$ cat src/rtl/reg_wb_buffer_if.sv
// Bus bundle for reg_wb_buffer: request side, register-file write port and the two forwarding lookups.
interface reg_wb_buffer_if #(
    parameter int W     = 8,
    parameter int D     = 3,
    parameter int DEPTH = 4
);
    localparam int CW = $clog2(DEPTH) + 1;

    logic          req_valid;
    logic          req_imm;
    logic [D-1:0]  req_addr;
    logic [W-1:0]  req_data;
    logic          req_ready;
    logic          drain_hold;
    logic          write_en;
    logic          write_imm;
    logic [D-1:0]  waddr;
    logic [W-1:0]  data_in;
    logic [D-1:0]  raddrA;
    logic [D-1:0]  raddrB;
    logic          fwd_hitA;
    logic          fwd_hitB;
    logic [W-1:0]  fwd_dataA;
    logic [W-1:0]  fwd_dataB;
    logic [CW-1:0] count;
    logic          empty;

    modport master (
        output req_valid, req_imm, req_addr, req_data, drain_hold, raddrA, raddrB,
        input  req_ready, write_en, write_imm, waddr, data_in,
               fwd_hitA, fwd_hitB, fwd_dataA, fwd_dataB, count, empty
    );

    modport slave (
        input  req_valid, req_imm, req_addr, req_data, drain_hold, raddrA, raddrB,
        output req_ready, write_en, write_imm, waddr, data_in,
               fwd_hitA, fwd_hitB, fwd_dataA, fwd_dataB, count, empty
    );
endinterface

$ cat src/rtl/reg_wb_buffer.sv
// In-order write-back FIFO feeding the register-file write port, with
// youngest-entry forwarding for two read ports.
module reg_wb_buffer #(
    parameter int W     = 8,
    parameter int D     = 3,
    parameter int DEPTH = 4
) (
    input logic            CLK,
    input logic            Init_n,
    reg_wb_buffer_if.slave bus
);
    localparam int PW = $clog2(DEPTH);
    localparam int CW = PW + 1;
    localparam logic [D-1:0]  RIM  = {D{1'b1}};
    localparam logic [CW-1:0] FULL = CW'(DEPTH);

    typedef struct packed {
        logic         imm;
        logic [D-1:0] addr;
        logic [W-1:0] data;
    } entry_t;

    entry_t        mem [DEPTH];
    logic [PW-1:0] head, tail;
    logic [CW-1:0] count;
    logic          empty, push, pop;
    entry_t        hd;

    assign empty = (count == '0);
    assign push  = bus.req_valid && bus.req_ready;
    assign pop   = bus.write_en;
    assign hd    = mem[head];

    // Ready looks only at registered occupancy, so a full buffer refuses even while popping.
    assign bus.req_ready = (count < FULL);
    assign bus.write_en  = !empty && !bus.drain_hold;
    assign bus.write_imm = empty ? 1'b0 : hd.imm;
    assign bus.waddr     = empty ? '0   : hd.addr;
    assign bus.data_in   = empty ? '0   : hd.data;
    assign bus.count     = count;
    assign bus.empty     = empty;

    always_ff @(posedge CLK or negedge Init_n) begin
        if (!Init_n) begin
            head  <= '0;
            tail  <= '0;
            count <= '0;
        end else begin
            if (push) tail <= tail + PW'(1);
            if (pop)  head <= head + PW'(1);
            case ({push, pop})
                2'b10:   count <= count + CW'(1);
                2'b01:   count <= count - CW'(1);
                default: count <= count;
            endcase
        end
    end

    // Payloads need no reset; occupancy alone decides what is visible.
    always_ff @(posedge CLK) begin
        if (push) begin
            mem[tail].imm  <= bus.req_imm;
            mem[tail].addr <= bus.req_imm ? RIM : bus.req_addr;
            mem[tail].data <= bus.req_data;
        end
    end

    // Slot g is the g-th oldest entry; valid while g < count.
    logic [DEPTH-1:0]        hit_a, hit_b;
    logic [DEPTH-1:0][W-1:0] slot_data;

    for (genvar g = 0; g < DEPTH; g++) begin : g_slot
        logic [PW-1:0] idx;
        logic          vld;
        assign idx          = head + PW'(g);
        assign vld          = (CW'(g) < count);
        assign hit_a[g]     = vld && (mem[idx].addr == bus.raddrA);
        assign hit_b[g]     = vld && (mem[idx].addr == bus.raddrB);
        assign slot_data[g] = mem[idx].data;
    end

    logic         fa, fb;
    logic [W-1:0] da, db;

    // Scan oldest to youngest so the last match (closest to tail) wins.
    always_comb begin
        fa = 1'b0;
        fb = 1'b0;
        da = '0;
        db = '0;
        for (int g = 0; g < DEPTH; g++) begin
            if (hit_a[g]) begin
                fa = 1'b1;
                da = slot_data[g];
            end
            if (hit_b[g]) begin
                fb = 1'b1;
                db = slot_data[g];
            end
        end
    end

    assign bus.fwd_hitA  = fa;
    assign bus.fwd_hitB  = fb;
    assign bus.fwd_dataA = da;
    assign bus.fwd_dataB = db;
endmodule

$ cat src/flat_wrapper.sv
// flat-port wrapper written by rule: the top's interface ports become plain ports
module reg_wb_buffer_flat 
#(
    parameter int W     = 8,
    parameter int D     = 3,
    parameter int DEPTH = 4
)
  (CLK, Init_n, bus_req_valid, bus_req_imm, bus_req_addr, bus_req_data, bus_drain_hold, bus_raddrA, bus_raddrB, bus_req_ready, bus_write_en, bus_write_imm, bus_waddr, bus_data_in, bus_fwd_hitA, bus_fwd_hitB, bus_fwd_dataA, bus_fwd_dataB, bus_count, bus_empty);
  reg_wb_buffer_if #(.W(W), .D(D), .DEPTH(DEPTH)) bus_i ();
  input logic CLK;
  input logic Init_n;
  input wire logic [$bits(bus_i.req_valid)-1:0] bus_req_valid;
  input wire logic [$bits(bus_i.req_imm)-1:0] bus_req_imm;
  input wire logic [$bits(bus_i.req_addr)-1:0] bus_req_addr;
  input wire logic [$bits(bus_i.req_data)-1:0] bus_req_data;
  input wire logic [$bits(bus_i.drain_hold)-1:0] bus_drain_hold;
  input wire logic [$bits(bus_i.raddrA)-1:0] bus_raddrA;
  input wire logic [$bits(bus_i.raddrB)-1:0] bus_raddrB;
  output wire logic [$bits(bus_i.req_ready)-1:0] bus_req_ready;
  output wire logic [$bits(bus_i.write_en)-1:0] bus_write_en;
  output wire logic [$bits(bus_i.write_imm)-1:0] bus_write_imm;
  output wire logic [$bits(bus_i.waddr)-1:0] bus_waddr;
  output wire logic [$bits(bus_i.data_in)-1:0] bus_data_in;
  output wire logic [$bits(bus_i.fwd_hitA)-1:0] bus_fwd_hitA;
  output wire logic [$bits(bus_i.fwd_hitB)-1:0] bus_fwd_hitB;
  output wire logic [$bits(bus_i.fwd_dataA)-1:0] bus_fwd_dataA;
  output wire logic [$bits(bus_i.fwd_dataB)-1:0] bus_fwd_dataB;
  output wire logic [$bits(bus_i.count)-1:0] bus_count;
  output wire logic [$bits(bus_i.empty)-1:0] bus_empty;
  assign bus_i.req_valid = bus_req_valid;
  assign bus_i.req_imm = bus_req_imm;
  assign bus_i.req_addr = bus_req_addr;
  assign bus_i.req_data = bus_req_data;
  assign bus_i.drain_hold = bus_drain_hold;
  assign bus_i.raddrA = bus_raddrA;
  assign bus_i.raddrB = bus_raddrB;
  assign bus_req_ready = bus_i.req_ready;
  assign bus_write_en = bus_i.write_en;
  assign bus_write_imm = bus_i.write_imm;
  assign bus_waddr = bus_i.waddr;
  assign bus_data_in = bus_i.data_in;
  assign bus_fwd_hitA = bus_i.fwd_hitA;
  assign bus_fwd_hitB = bus_i.fwd_hitB;
  assign bus_fwd_dataA = bus_i.fwd_dataA;
  assign bus_fwd_dataB = bus_i.fwd_dataB;
  assign bus_count = bus_i.count;
  assign bus_empty = bus_i.empty;
  reg_wb_buffer #(.W(W), .D(D), .DEPTH(DEPTH)) u_core (.CLK(CLK), .Init_n(Init_n), .bus(bus_i));
endmodule
$ cat config.mk
export PLATFORM = sky130hd
export DESIGN_NAME = reg_wb_buffer_flat
export DESIGN_NICKNAME = d
export VERILOG_FILES = /design/src/rtl/reg_wb_buffer_if.sv /design/src/rtl/reg_wb_buffer.sv /design/src/flat_wrapper.sv
export SDC_FILE = /design/constraint.sdc
export NUM_CORES = 1
export LEC_CHECK = 0
export BUFFER_PORTS_ARGS = -buffer_cell sky130_fd_sc_hd__buf_4
export CORE_UTILIZATION = 55
export DETAILED_ROUTE_END_ITERATION = 12
export PLACE_DENSITY = 0.77
export SLEW_MARGIN = 30
export SYNTH_ARGS = -nofsm -noshare
export SYNTH_HDL_FRONTEND = slang
export SYNTH_SLANG_ARGS = --single-unit
$ cat constraint.sdc
create_clock -name CLK -period 2.7 [get_ports CLK]
set_input_delay 0.405 -clock CLK [delete_from_list [all_inputs] [get_ports CLK]]
set_output_delay 0.405 -clock CLK [all_outputs]
set_load 0.1 [all_outputs]
==> impl_metrics.toml <==
[outcome]
status = "complete, but fails checks"
violations = "setup timing"

[hold_path]
hold_path.class = "input pin to flip-flop"

[routing]
drtIter0Drc = 115
drc = 0
wl_per_cell_um = 20.0
ant_nets = 0
wl_um = 11100
viasPerCell = 6.02
vias = 3346
firstDrtPassIters = 4

[clocking]
cts_buffers = 5
clock-root-buffer = "clkbuf_8"
clkSlewWorstSetupHoldPaths_ns = 0.11
insertion_delay_ns = 0.31
ctsHtreeMaxLevel = 2
cts_max_path_buffers = 2
cts_tree = "built"
cts.sinks = 55

[setup_path]
worst_path_max_delay_cell = "mux4_2"
crit_type = "flip-flop to primary output"
crit_path_frequent_cell = "buf_12"
crit_arrival_ns = 2.78
crit_path_start_kind = "flip-flop"
regToRegSetupSlack_ns = 0.66
critPathBufInv = 3
max_stage_delay_ns = 0.55
cp.required_ns = 2.30
cp_max_fo = 8
cp_top_family = "multiplexers"
path_cells = "buf_12 > mux4_2 > buf_6 > xnor2_4 > and4_4 > nand2_4 > a311oi_4 > buf_12"
end_kind = "primary output"

[logic_synthesis]
yosysWarnings = 0
synthFlopType = "edfxtp_1"
synthArstFlopShare = 0.127
synth.avg_cell_area_sq_um = 11.4
synth_edf_count = 48
syn-num-nets = 392
ys_ff_latch = 55
ys_seq_area_frac = 0.392
synth_cells = 361
netlist_area_sq_um = 4130
synth_cell_types = 43

[sta]
hold_violations = 0
min_period_ns = 3.19
grt_setup_unrepaired = "true"
fmax_mhz = 314
tightest_slew_ns = 0.605
worst_slack_ns = -0.485
maxSlewHeadroom = 0.596
setup_violations = 18
finalClockSkew_ns = 0.00592
finalMaxSlewViolations = 0
final.period_utilization = 1.18

[placed_design]
post_dp_cell_area_sq_um = 5250
portBuffers = 57
place_inst = 543
gp_congestion = 0.908
hpwl_um = 7980
pre_cts_slack_ns = -0.293

[global_route]
grt_antenna_before_repair = 0
grt_pass1_vias = 3302
grt_overflow = 0
grt.total_usage = 0.298
grt_max_degree = 43
grt_pass1_wl_um = 17100

[layout]
fin_util = 0.804
layout_commonest_cell = "buf_4"
synthToLayoutAreaGrowth_pct = 41.3
n_antenna_cell = 0
fillers = 428
finalInstanceArea_sq_um = 5830
final_cell_mix = "87 x buf_4, 48 x edfxtp_1, 23 x buf_12"
final_cells = 556
fin_nets = 487
drive_gt1_frac = 0.499

[floorplan]
die_h_um = 88.6
core-area_sq_um = 7250
core.rowCount = 31
die_area_sq_um = 7860
initial_utilization = 0.569
fp.dieW_um = 88.6
io-pin-count = 58

[run]
drv_cap = 0
==> cell type report <==
| class | instances | area (sq um) | area share |
|---|---|---|---|
| inverters | 7 | 27.5 | 0.00472 |
| well taps | 99 | 124 | 0.0212 |
| repair buffers | 120 | 1240 | 0.213 |
| clock buffers | 5 | 68.8 | 0.0118 |
| flip-flops and latches | 55 | 1620 | 0.278 |
| clock inverters | 3 | 22.5 | 0.00386 |
| multi-input cells | 267 | 2730 | 0.467 |
==> metrics by stage <==
step                      setup TNS (ns)  hold slack [ns]
after floorplan                    -5.39            0.109
after global placement             -3.54            0.230
after detailed placement           -4.31            0.231
after CTS                          -6.91            0.281
after global routing               -9.10            0.267
final                              -7.51            0.287
==> state kept, by name, indices dropped and copies added, names as in the netlist <==
register	cells
u_core.bus.count	3
u_core.head	2
u_core.mem	48
u_core.tail	2
==> cell families after synthesis <==
kind of cell,share of synthesized area
buffers and inverters,0.0506
muxes,0.174
DFF,0.392
xor gates and xnor gates,0.0745
adders and majority gates,0.0273
and+or+nand+nor,0.151
AOI/OAI and AO/OA,0.132
==> path summary, 6_finish.rpt <==
check                                    start                  end  depth (start not counted)
hold / removal                 bus_req_data[6]     u_core.mem[0][6]                          1
setup reg to reg           u_core.bus.count[2]     u_core.mem[0][4]                          3
hold reg to reg            u_core.bus.count[0]  u_core.bus.count[0]                          2
max in group asynchronous               Init_n  u_core.bus.count[1]                          2
min in group asynchronous               Init_n       u_core.head[1]                          2
setup / recovery                u_core.head[0]     bus_fwd_dataA[6]                          8
==> synthesized netlist by cell type, types with 4 or more instances <==
library cell,count,area (sq um)
nand2_1,19,71.3
nand3_1,12,60.1
buf_6,4,45.0
and4_1,5,43.8
a21oi_1,16,80.1
nor2b_1,16,100
and2_1,6,37.5
xnor2_1,24,210
ha_1,9,113
a221oi_2,8,120
buf_2,7,35.0
edfxtp_1,48,1440
and3b_1,5,43.8
mux2i_1,21,210
xnor2_2,6,97.6
a311oi_2,5,75.1
mux4_1,6,158
o21ai_0,13,65.1
clkbuf_1,15,56.3
mux2_2,11,124
a211oi_1,16,120
mux4_2,10,225
dfrtp_1,7,175
inv_1,6,22.5
nor2_1,26,97.6
nand4_1,8,50.1
==> worst reg2reg max path, cell delays in order (launching register included) <==
cell	delay, ns
dfrtp_1	0.40
buf_4	0.18
nor2b_1	0.49
and2_1	0.61
==> what timing repair did <==
item / CTS / global route
cloned: 1 / 0
endpoints found under the setup margin: 25 / 25
resized for setup: 96 / 13
endpoints found under the hold margin: 7 / 0
pin swaps: 16 / 3
hold buffers: 1 / 0
setup buffers: 3 / 2
==> metal layers <==
| metal | vias up | GRT usage | share of wire |
|---|---|---|---|
| li1 | 1556 | - | - |
| met1 | 1650 | 0.403 | 0.44 |
| met2 | 123 | 0.496 | 0.50 |
| met3 | 17 | 0.0485 | 0.045 |
| met4 | 0 | 0.0938 | 0.017 |
| met5 | - | 0 | 0 |
Power is not shown: default switching activity piles up to over one toggle a cycle in this logic, so the estimate is an artifact.
